==> src/rtl/contador_salidas.sv <==
// Output statistics stage: snoops D0/D1 pops, keeps saturating word/misroute
// counters and reports a selected counter on a req/idx handshake while idle.
module contador_salidas #(
  parameter int CNT_W  = 5,
  parameter int DATA_W = 6,
  parameter int DEST_B = 4
) (
  input  logic              clk,
  input  logic              reset,
  input  logic              init,
  input  logic              idle,
  input  logic              pop_D0,
  input  logic              pop_D1,
  input  logic              empty_D0,
  input  logic              empty_D1,
  input  logic [DATA_W-1:0] data_out0,
  input  logic [DATA_W-1:0] data_out1,
  input  logic              req,
  input  logic [1:0]        idx,
  output logic [CNT_W-1:0]  data_cnt,
  output logic              valid_cnt
);

  // state     | meaning
  // RPT_IDLE  | no report in progress, outputs held at zero
  // RPT_VALID | req & idle seen, data_cnt refreshed from counter[idx] each cycle
  typedef enum logic {
    RPT_IDLE  = 1'b0,
    RPT_VALID = 1'b1
  } rpt_state_e;

  localparam logic [CNT_W-1:0] CNT_MAX = '1;

  function automatic logic [CNT_W-1:0] sat_add(input logic [CNT_W-1:0] a,
                                                input logic [1:0]       inc);
    logic [CNT_W:0] sum;
    sum = {1'b0, a} + {{(CNT_W-1){1'b0}}, inc};
    if (sum > {1'b0, CNT_MAX}) return CNT_MAX;
    return sum[CNT_W-1:0];
  endfunction

  logic clr;
  logic acc_d0, acc_d1;
  logic err_d0, err_d1;

  logic [CNT_W-1:0] cnt_d0_q, cnt_d0_d;
  logic [CNT_W-1:0] cnt_d1_q, cnt_d1_d;
  logic [CNT_W-1:0] cnt_tot_q, cnt_tot_d;
  logic [CNT_W-1:0] cnt_err_q, cnt_err_d;
  logic             chk0_q, chk1_q;

  rpt_state_e       state_q, state_d;
  logic [CNT_W-1:0] data_cnt_q, data_cnt_d;
  logic             valid_cnt_q, valid_cnt_d;
  logic [CNT_W-1:0] cnt_sel;

  // Only the destination bit of each word is inspected.
  logic unused_data;
  assign unused_data = ^{data_out0, data_out1};

  assign clr    = reset | init;
  assign acc_d0 = pop_D0 & ~empty_D0;
  assign acc_d1 = pop_D1 & ~empty_D1;

  // Read data lands one cycle after the accepted pop, hence the chk flags.
  assign err_d0 = chk0_q & data_out0[DEST_B];
  assign err_d1 = chk1_q & ~data_out1[DEST_B];

  always_comb begin
    cnt_d0_d  = sat_add(cnt_d0_q, {1'b0, acc_d0});
    cnt_d1_d  = sat_add(cnt_d1_q, {1'b0, acc_d1});
    cnt_tot_d = sat_add(cnt_tot_q, {1'b0, acc_d0} + {1'b0, acc_d1});
    cnt_err_d = sat_add(cnt_err_q, {1'b0, err_d0} + {1'b0, err_d1});
  end

  always_ff @(posedge clk) begin
    if (clr) begin
      cnt_d0_q  <= '0;
      cnt_d1_q  <= '0;
      cnt_tot_q <= '0;
      cnt_err_q <= '0;
      chk0_q    <= 1'b0;
      chk1_q    <= 1'b0;
    end else begin
      cnt_d0_q  <= cnt_d0_d;
      cnt_d1_q  <= cnt_d1_d;
      cnt_tot_q <= cnt_tot_d;
      cnt_err_q <= cnt_err_d;
      chk0_q    <= acc_d0;
      chk1_q    <= acc_d1;
    end
  end

  always_comb begin
    cnt_sel = '0;
    case (idx)
      2'd0:    cnt_sel = cnt_d0_q;
      2'd1:    cnt_sel = cnt_d1_q;
      2'd2:    cnt_sel = cnt_tot_q;
      default: cnt_sel = cnt_err_q;
    endcase
  end

  always_comb begin
    state_d     = state_q;
    data_cnt_d  = '0;
    valid_cnt_d = 1'b0;
    case (state_q)
      RPT_IDLE: begin
        if (req && idle) begin
          state_d     = RPT_VALID;
          data_cnt_d  = cnt_sel;
          valid_cnt_d = 1'b1;
        end
      end
      RPT_VALID: begin
        if (req && idle) begin
          data_cnt_d  = cnt_sel;
          valid_cnt_d = 1'b1;
        end else begin
          state_d = RPT_IDLE;
        end
      end
      default: state_d = RPT_IDLE;
    endcase
  end

  always_ff @(posedge clk) begin
    if (clr) begin
      state_q     <= RPT_IDLE;
      data_cnt_q  <= '0;
      valid_cnt_q <= 1'b0;
    end else begin
      state_q     <= state_d;
      data_cnt_q  <= data_cnt_d;
      valid_cnt_q <= valid_cnt_d;
    end
  end

  assign data_cnt  = data_cnt_q;
  assign valid_cnt = valid_cnt_q;

endmodule

==> config.mk <==
export PLATFORM = sky130hd
export DESIGN_NAME = contador_salidas
export DESIGN_NICKNAME = d
export VERILOG_FILES = /design/src/rtl/contador_salidas.sv
export SDC_FILE = /design/constraint.sdc
export NUM_CORES = 1
export LEC_CHECK = 0
export CAP_MARGIN = 20
export CORE_MARGIN = 2
export CORE_UTILIZATION = 44
export DETAILED_ROUTE_END_ITERATION = 16
export PLACE_DENSITY = 0.74
export SLEW_MARGIN = 20
export SYNTH_ARGS = -nofsm -noshare
export SYNTH_HDL_FRONTEND = slang
export SYNTH_SLANG_ARGS = --single-unit
==> constraint.sdc <==
create_clock -name clk -period 1.7 [get_ports clk]
set_clock_uncertainty 0.1 [all_clocks]
set_input_delay 0.255 -clock clk [delete_from_list [all_inputs] [get_ports clk]]
set_output_delay 0.255 -clock clk [all_outputs]
set_load 0.02 [all_outputs]
* Word level (Yosys, flattened, before mapping)
Cells that the tools add are included.
** Storage, ports and cells
- Flip-flop bits (word level) :: 28
- Input port bits :: 23
- Output and inout port bits :: 6
- Word-level logic and storage cells :: 46
** Operators by class
- Multiplexer cells :: 14
- Add/sub/neg operators :: 6
- Bitwise gates (word level) :: 9
- Order comparisons :: 4
- Reductions and logical operators :: 3
- Equal/unequal tests :: 2
** Operators by type and width (number)
- 5-bit 2-to-1 mux :: 8
- 6-bit by 5-bit > comparator with 1-bit output, second input constant :: 4
- 5-bit one-hot mux with 3 select lines :: 1
- 5-bit by 1-bit adder with 6-bit output :: 2
- 5-bit by 2-bit adder with 6-bit output :: 2
- 1-bit 2-to-1 mux :: 5
- 1-bit by 1-bit adder with 2-bit output :: 2
- 1-bit AND :: 4
- 1-bit inverter :: 4
- 2-bit by 1-bit equality test with 1-bit output, second input constant :: 1
- 2-bit equality test, second input constant :: 1
- 2-bit zero test :: 1
- 2-bit OR reduction :: 1
- 1-bit logical AND :: 1
- 1-bit OR :: 1

* Longest topological paths before layout
Gate-level depths: netlist of the first run.
- Word-level depth :: 7
- Mapped depth :: 7
- Gate-level depth less buffers :: 7

* Worst setup path after synthesis of the first run
No wires, ideal clock.
- Path kind :: input to register
- Start point :: input empty_D0
- End point :: register cnt_tot_q[4]
- Cell stages on the path :: 7
- Path buffers :: 0
- Arrival :: 1.478 ns
- Required time :: 1.470 ns
- Setup slack :: -0.007 ns
- Cells stage by stage :: nand2b_1 -> xnor2_1 -> ha_1 -> or2_2 -> ha_1 -> a31oi_1 -> a311oi_1
** Between the ends
- Word-level cells in the longest chain between the ends :: 7
** RTL lines
- start, declared :: line 14 : input logic empty_D0,
- 1-bit inverter * :: line 62 : assign acc_d0 = pop_D0 & ~empty_D0;
- 1-bit AND * :: line 62
- 1-bit by 1-bit adder with 2-bit output * :: line 72 : cnt_tot_d = sat_add(cnt_tot_q, {1'b0, acc_d0} + {1'b0, acc_d1});
- 5-bit by 2-bit adder with 6-bit output * :: line 37 : sum = {1'b0, a} + {{(CNT_W-1){1'b0}}, inc};
- 6-bit by 5-bit > comparator with 1-bit output :: line 38 : if (sum > {1'b0, CNT_MAX}) return CNT_MAX;
- 1-bit 2-to-1 mux :: line 38
- 5-bit 2-to-1 mux * :: line 39 : return sum[CNT_W-1:0];
- end signal, assigned :: line 87 : cnt_tot_q <= cnt_tot_d;
- end, declared :: line 48 : logic [CNT_W-1:0] cnt_tot_q, cnt_tot_d;
Mark *: on every way between the ends. The rest lies on a longest branch, timed or not.
A chain may end at the register's enable or synchronous reset.

* Worst setup path in the final report of the first run
- Start point :: input pop_D1
- End point :: register cnt_tot_q[4]
** Between the ends
- Word-level cells in the longest chain between the ends :: 6
** RTL lines
- start, declared :: line 13 : input logic pop_D1,
- 1-bit AND * :: line 63 : assign acc_d1 = pop_D1 & ~empty_D1;
- via acc_d1 :: line 43 : logic acc_d0, acc_d1;
- 1-bit by 1-bit adder with 2-bit output * :: line 72
- 5-bit by 2-bit adder with 6-bit output * :: line 37
- 6-bit by 5-bit > comparator with 1-bit output :: line 38
- 1-bit 2-to-1 mux :: line 38
- 5-bit 2-to-1 mux * :: line 39
Mark *: on every way through the listed nets, which the timed path passes. The rest lies on a longest branch.

==> results of run 1 <==
[cells in the final DEF, fill, tap and decap left out, drive strengths merged, types with 2 or more instances in the layout]
| master | synthesis | final |
|---|---|---|
| a31oi | 4 | 4 |
| xnor2 | 2 | 2 |
| inv | 7 | 7 |
| nor2b | 7 | 7 |
| dfxtp | 28 | 28 |
| nand2b | 2 | 2 |
| nand3 | 3 | 3 |
| mux4 | 5 | 5 |
| dlygate4sd2 | 0 | 2 |
| clkbuf | 0 | 3 |
| nand2 | 3 | 3 |
| and3 | 6 | 6 |
| ha | 7 | 7 |
| nor2 | 6 | 6 |
| o21a | 8 | 8 |
| a21oi | 6 | 6 |
| nor3 | 3 | 3 |
| buf | 3 | 11 |
| xor2 | 2 | 2 |
| or2 | 2 | 2 |
| clkdlybuf4s50 | 0 | 15 |
| o21ai | 3 | 3 |
| nand4 | 2 | 2 |
| and3b | 2 | 2 |
[timing repair]
action	in CTS	in global routing
pin swaps	1	0
gates cloned	0	0
buffers inserted	0	0
endpoints found under the hold margin	0	0
endpoints found under the setup margin	8	7
gates resized for setup	5	8
[stage by stage]
| step | power [mW] | worst slack, ns |
|---|---|---|
| 3_3_place_gp | 0.774 | -0.379 |
| 2_1_floorplan | 0.726 | 0.0236 |
| 3_5_place_dp | 0.777 | -0.468 |
| 4_1_cts | 1.21 | 0.00466 |
| 6_report | 1.20 | 0.0472 |
| 5_1_grt | 1.25 | -0.0140 |
[final cells by class]
type	count	area, µm²	share of cell area
clock buffer	3	22.5	0.0136
clock inverter	1	30.0	0.0182
inverter	7	26.3	0.0159
multi-input combinational	83	709	0.430
sequential	28	562	0.340
tap	31	38.8	0.0235
timing repair buffer	29	263	0.159
[cell families (layout without fill, tap and decap cells)]
group | after synthesis | after routing
buffers and inverters | 10 | 40
flip-flops | 28 | 28
adder cells (fa/ha/maj) | 8 | 8
multiplexers | 5 | 5
AO/OA/AOI/OAI | 28 | 28
XOR/XNOR | 4 | 4
AND/OR/NAND/NOR | 38 | 38
[worst register-to-register path, stage by stage, from the launching register on]
cell and delay, ns:
dfxtp_1 0.41, xnor2_1 0.10, ha_2 0.17, or2_2 0.29, ha_2 0.19, a31oi_1 0.16, a311oi_1 0.06
[power by group through the flow]
stage | clock [mW] | sequential, mW | combinational [mW]
floorplan | 0 | 0.682 | 0.0440
global placement | 0 | 0.683 | 0.0910
detailed placement | 0 | 0.683 | 0.0947
CTS | 0.447 | 0.669 | 0.0955
global route | 0.471 | 0.670 | 0.105
finish | 0.435 | 0.669 | 0.0958
[registers in the layout (all words and copies together) (netlist names)]
| name | flops |
|---|---|
| valid_cnt | 1 |
| data_cnt | 5 |
| chk1_q | 1 |
| cnt_err_q | 5 |
| cnt_tot_q | 5 |
| cnt_d1_q | 5 |
| cnt_d0_q | 5 |
| chk0_q | 1 |
[metal layers]
| layer | GRT usage | vias to the layer above | part of all wire |
|---|---|---|---|
| met2 | 0.325 | 40 | 0.52 |
| met1 | 0.215 | 498 | 0.41 |
| met3 | 0.0446 | 5 | 0.054 |
| met5 | 0 | - | 0 |
| li1 | - | 504 | - |
| met4 | 0.0664 | 0 | 0.015 |
[how the worst min path moves through the flow]
stage	startpoint	end	cells past startpoint
final	empty_D0	chk0_q	4
after global placement	cnt_err_q[4]	cnt_err_q[4]	2
after floorplan	reset	cnt_err_q[4]	3
after detailed placement	cnt_err_q[4]	cnt_err_q[4]	2
after global routing	pop_D0	chk0_q	4
after CTS	empty_D0	chk0_q	4
==> key figures, run 1 <==
Status
  • Outcome: complete, no violations

Layout
  • Diode count: 0
  • Final Instance Area: 1650 µm²
  • Post-route insts no fill: roughly 180
  • Fraction of layout cells with a size suffix above 1: 0.212
  • Total Nets Final: about 180
  • Post-layout util: 0.599
  • Layout area overhead: 28.8%
  • Total of fill cells in the finished design: about 240

Worst setup path
  • Crit. End Element: flop
  • Max FO, Critical Path: 4
  • Data arrival, critical path: approximately 1.8 ns
  • Worst Path Required: approximately 1.8 ns
  • Worst r2r src: cnt_tot_q[0]
  • R2R depth: 6
  • Worst path bufs/invs: 2
  • Reg2reg end: cnt_tot_q[4]
  • Startpoint Class: input port
  • Crit Path Class: input port to flop
  • Worst reg2reg setup slack: roughly 0.11 ns
  • Crit path max-delay family: buffers and inverters
  • CP max stage delay: about 0.39 ns
  • WP depth: 8
  • Worst path slowest cell: clkdlybuf4s50_1
  • Crit-path cells: clkdlybuf4s50_1 > nor2b_1 > buf_4 > ha_2 > or2_2 > ha_2 > a31oi_1 > a311oi_1
  • CP Capture Point: cnt_tot_q[4]
  • Critical path launch point: pop_D1
  • Most Frequent Cell on Critical Path: ha_2

Placed design
  • Detailed Place HPWL: ~2.1 mm
  • I/O Buffers: 18
  • GP Congestion: a little over 0.8
  • Cell count after placement: between 150 and 200
  • Placed Area: between 1500 and 2000 µm²

Clock network
  • Clock Sink Count: 28
  • CTS tree: done
  • Clk slew on worst S/H paths: about 0.15 ns
  • H-Tree Depth: 1
  • Max clock buf depth: 2
  • Root Buffer Master: clkbuf_4
  • Number of CTS-inserted buffers: 3
  • Cts hold-fix bufs: 0
  • Clock network latency to the later pin of the worst-skew pair: about 0.33 ns

Synthesis
  • Yosys reg bits: 28
  • Ys Warns: 0
  • XOR/XNOR Fraction of Synth Area: 0.0273
  • Register area share after synthesis: 0.437
  • Largest family of logic cells by synthesized area: simple AND/OR/NAND/NOR gates
  • Mapped Area: ~1300 µm²
  • Synth Area in Simple Gates: 0.174
  • Post-synthesis compound-gate area fraction: 0.150
  • Asr flop ratio synth: 0
  • Post-synth EDFFs: 0
  • Syn nets: around 150
  • Mux cell area share after synthesis: 0.0907
  • Adder-Cell Fraction of Synth Area: 0.0839
  • Most frequent cells after synthesis: 28 x dfxtp_1, 8 x o21a_1, 7 x ha_1, 7 x inv_1
  • Avg Inst Size Synth: 10.6 µm²
  • Post-synth top area share: 0.437
  • Main synth FF type: dfxtp_1
  • Area leader, netlist: dfxtp_1
  • Number of distinct library cells after synthesis: 35
  • Post-Syn Instances: between 100 and 150
  • Most frequent cell after synthesis: dfxtp_1
  • Largest cells by area after synthesis: dfxtp_1 44%, mux4_2 7.0%, ha_1 6.8%, o21a_1 4.7%, and3_1 2.9%

Global routing
  • Vias in the first global route: 1054
  • Grt ovf: 0
  • GRT Overall Usage: 0.184
  • Largest net degree at the start of global routing: 17
  • Global-route wire length before repair: between 4 and 5 mm
  • Initial antenna violation count: 0

Detailed routing
  • Drc violations: 0
  • Starting DRT DRC Count: 27
  • Vias/cell: around 5.8
  • WL final: approximately 2.8 mm
  • Drt wl/cell: between 15 and 20 µm
  • DR pass1 iterations: 4
  • Remaining antenna violation count after routing: 0
  • Routed vias: ~1000

Job
  • Max Cap Viol: 0

Pwr
  • Int Pwr: 959 µW
  • P_sw: between 200 and 250 µW
  • Cell leakage power: between 0.7 and 0.8 nW
  • Comb pwr share: 0.080
  • Worst ir drop on vdd: about 0.78 mV
  • Clk pwr share: 0.362
  • Net Sw Frac: 0.200
  • Register share of total power: 0.558
  • PD cells: around 730 nW/µm²

Timing
  • Max Freq: ~610 MHz
  • Fin Setup TNS: 0 ns
  • Slew @ Worst Pin: between 0.2 and 0.3 ns
  • Final period util: 0.972
  • Fin Hold WS: roughly 0.37 ns
  • Max Slew Vio Count: 0
  • Slew HR: 0.808
  • RSZ-0062 raised after global routing: yes
  • Final worst path period need: around 1.7 ns
  • Setup violations, final: 0
  • Endpoints failing hold: 0

Floorplan
  • Top-level port count: 29
  • Initial core utilization: 0.465
  • Die area: roughly 3400 µm²
  • Die height: 58.0 µm
  • Overall die width: 58.0 µm
  • Core area: between 2000 and 3000 µm²
  • Standard-cell row count: 19

Worst hold path
  • Hold crit path type: input port to flop
No activity file was read; power rests on OpenSTA's default activity.
==> inputs of run 2 (changes only) <==
- RECOVER_POWER: not set -> 100
==> run 2 against run 1 <==
Combinational power down 6.6%. Wire length about the same. Clock-buffer cell count unchanged. Design area down 2.2%. Sequential share of layout area up 0.76 points. Clock power about the same. Core utilization down 1.3 points. First-iteration DRC count up 19%. Register-to-register slack about the same. Critical endpoint unchanged. Largest power group unchanged.
==> key figures, run 2 (synthesized netlist as in run 1, its figures left out) <==
Status
  • Outcome: complete, no violations

Detailed routing
  • DR pass1 iterations: 4
  • Starting DRT DRC Count: 32
  • Remaining antenna violation count after routing: 0
  • Routed vias: between 1000 and 1500
  • Drt wl/cell: 15.2 µm
  • Vias/cell: about 5.8
  • WL final: around 2.8 mm
  • Drc violations: 0

Placed design
  • GP Congestion: around 0.82
  • Detailed Place HPWL: 2.13 mm
  • I/O Buffers: 18
  • Cell count after placement: roughly 180
  • Post-place setup slack: -0.468 ns

Layout
  • Diode count: 0
  • Most frequent cells in the layout: 27 x dfxtp_1, 14 x clkdlybuf4s50_1, 8 x o21a_1, 7 x inv_1, 7 x buf_4
  • Multi-input gate area: 697 µm²
  • Total of fill cells in the finished design: approximately 250
  • Commonest non-fill, non-tap cell in the layout: dfxtp_1
  • Total Nets Final: approximately 180
  • Layout area overhead: 26.0%
  • Fraction of layout cells with a size suffix above 1: 0.179
  • Storage element area: around 560 µm²
  • Post-route insts no fill: approximately 180

Clock network
  • CTS tree: done
  • Root Buffer Master: clkbuf_4
  • Clock Sink Count: 28
  • Postcts setup bufs: 0
  • H-Tree Depth: 1
  • Cts hold-fix bufs: 0
  • Max clock buf depth: 2
  • Number of CTS-inserted buffers: 3
  • Clock network latency to the later pin of the worst-skew pair: around 0.33 ns
  • Clk slew on worst S/H paths: 0.15 ns

Timing
  • Setup violations, final: 0
  • Final period util: 0.974
  • Endpoints failing hold: 0
  • Slew @ Worst Pin: 0.634 ns
  • Final worst path period need: between 1.5 and 2 ns
  • RSZ-0062 raised after global routing: yes
  • Slew HR: 0.577
  • Fin Setup TNS: 0 ns
  • Final Worst Setup Slack: 0.0447 ns
  • Max Freq: a little over 600 MHz
  • Max Slew Vio Count: 0

Job
  • Max Cap Viol: 0

Global routing
  • GRT Overall Usage: 0.184
  • Largest net degree at the start of global routing: 17
  • Global-route wire length before repair: about 4.7 mm
  • Vias in the first global route: ~1100
  • Initial antenna violation count: 0
  • Grt ovf: 0

Floorplan
  • Overall die width: approximately 58 µm
  • Die height: a little under 60 µm
  • Core area: 2760 µm²
  • Die area: around 3400 µm²
  • Top-level port count: 29
  • Initial core utilization: 0.465
  • Standard-cell row count: 19

Worst setup path
  • Max FO, Critical Path: 4
  • CP max stage delay: about 0.39 ns
  • Crit path max-delay family: buffers and inverters
  • Crit. End Element: flop
  • Worst path slowest cell: clkdlybuf4s50_1
  • Crit Path Class: input port to flop
  • Crit-path cells: clkdlybuf4s50_1 > nor2b_1 > buf_4 > ha_2 > or2_2 > ha_2 > a31oi_1 > a311oi_1
  • Most Frequent Cell on Critical Path: ha_2
  • Worst path bufs/invs: 2
  • Startpoint Class: input port
  • Data arrival, critical path: between 1.5 and 2 ns
  • Worst Path Required: between 1.5 and 2 ns

Pwr
  • Cell leakage power: between 0.6 and 0.7 nW
  • Final Power: 1.19 mW
  • Worst ir drop on vdd: 0.770 mV
  • PD cells: approximately 740 nW/µm²

Worst hold path
  • Hold crit path type: input port to flop
[run 2: metrics by stage]
stage | hold slack, ns | instance area (µm²) | util
2_1_floorplan | 0.344 | 1280 | -
3_3_place_gp | 0.393 | 1570 | 0.568
3_5_place_dp | 0.404 | 1570 | 0.568
4_1_cts | 0.358 | 1630 | 0.590
5_1_grt | 0.454 | 1620 | 0.586
6_report | 0.430 | 1620 | 0.586
[run 2: tightest hold or removal path: stages]
cell and delay (ns):
dlygate4sd2_1 0.22, nand2b_1 0.10, clkbuf_1 0.15, nor2_1 0.11
[run 2: path summary, 6_finish.rpt]
check | start | end | slack [ns] | depth (start not counted)
setup / recovery | pop_D1 | cnt_tot_q[4] | 0.04 | 8
hold / removal | pop_D0 | chk0_q | 0.43 | 4
setup reg to reg | cnt_tot_q[0] | cnt_tot_q[4] | 0.11 | 6
hold reg to reg | cnt_d0_q[4] | cnt_d0_q[4] | 0.44 | 1
[run 2: power breakdown]
part,switching (mW),internal (mW)
clock,0.195,0.239
combinational,0.0377,0.0519
sequential,0.00525,0.663
[run 2: area by class of cell]
type | instances | area share
timing repair buffer | 29 | 0.148
sequential | 28 | 0.348
tap | 31 | 0.0240
clock buffer | 3 | 0.0139
multi-input combinational | 83 | 0.431
clock inverter | 1 | 0.0186
inverter | 7 | 0.0163
[run 2: what timing repair did]
item,4_1_cts,5_1_grt
resized for setup,5,8
pin swaps,1,0
setup endpoints to repair,8,7
[run 2: metal layers]
metal  global-route usage  share of wire  routed length, µm  vias up
met5                    0              0                  0        -
met4               0.0664          0.018                 51        0
met3               0.0446          0.056                156        7
met2                0.325           0.52               1450       30
met1                0.215           0.40               1110      509
li1                     -              -                  -      505
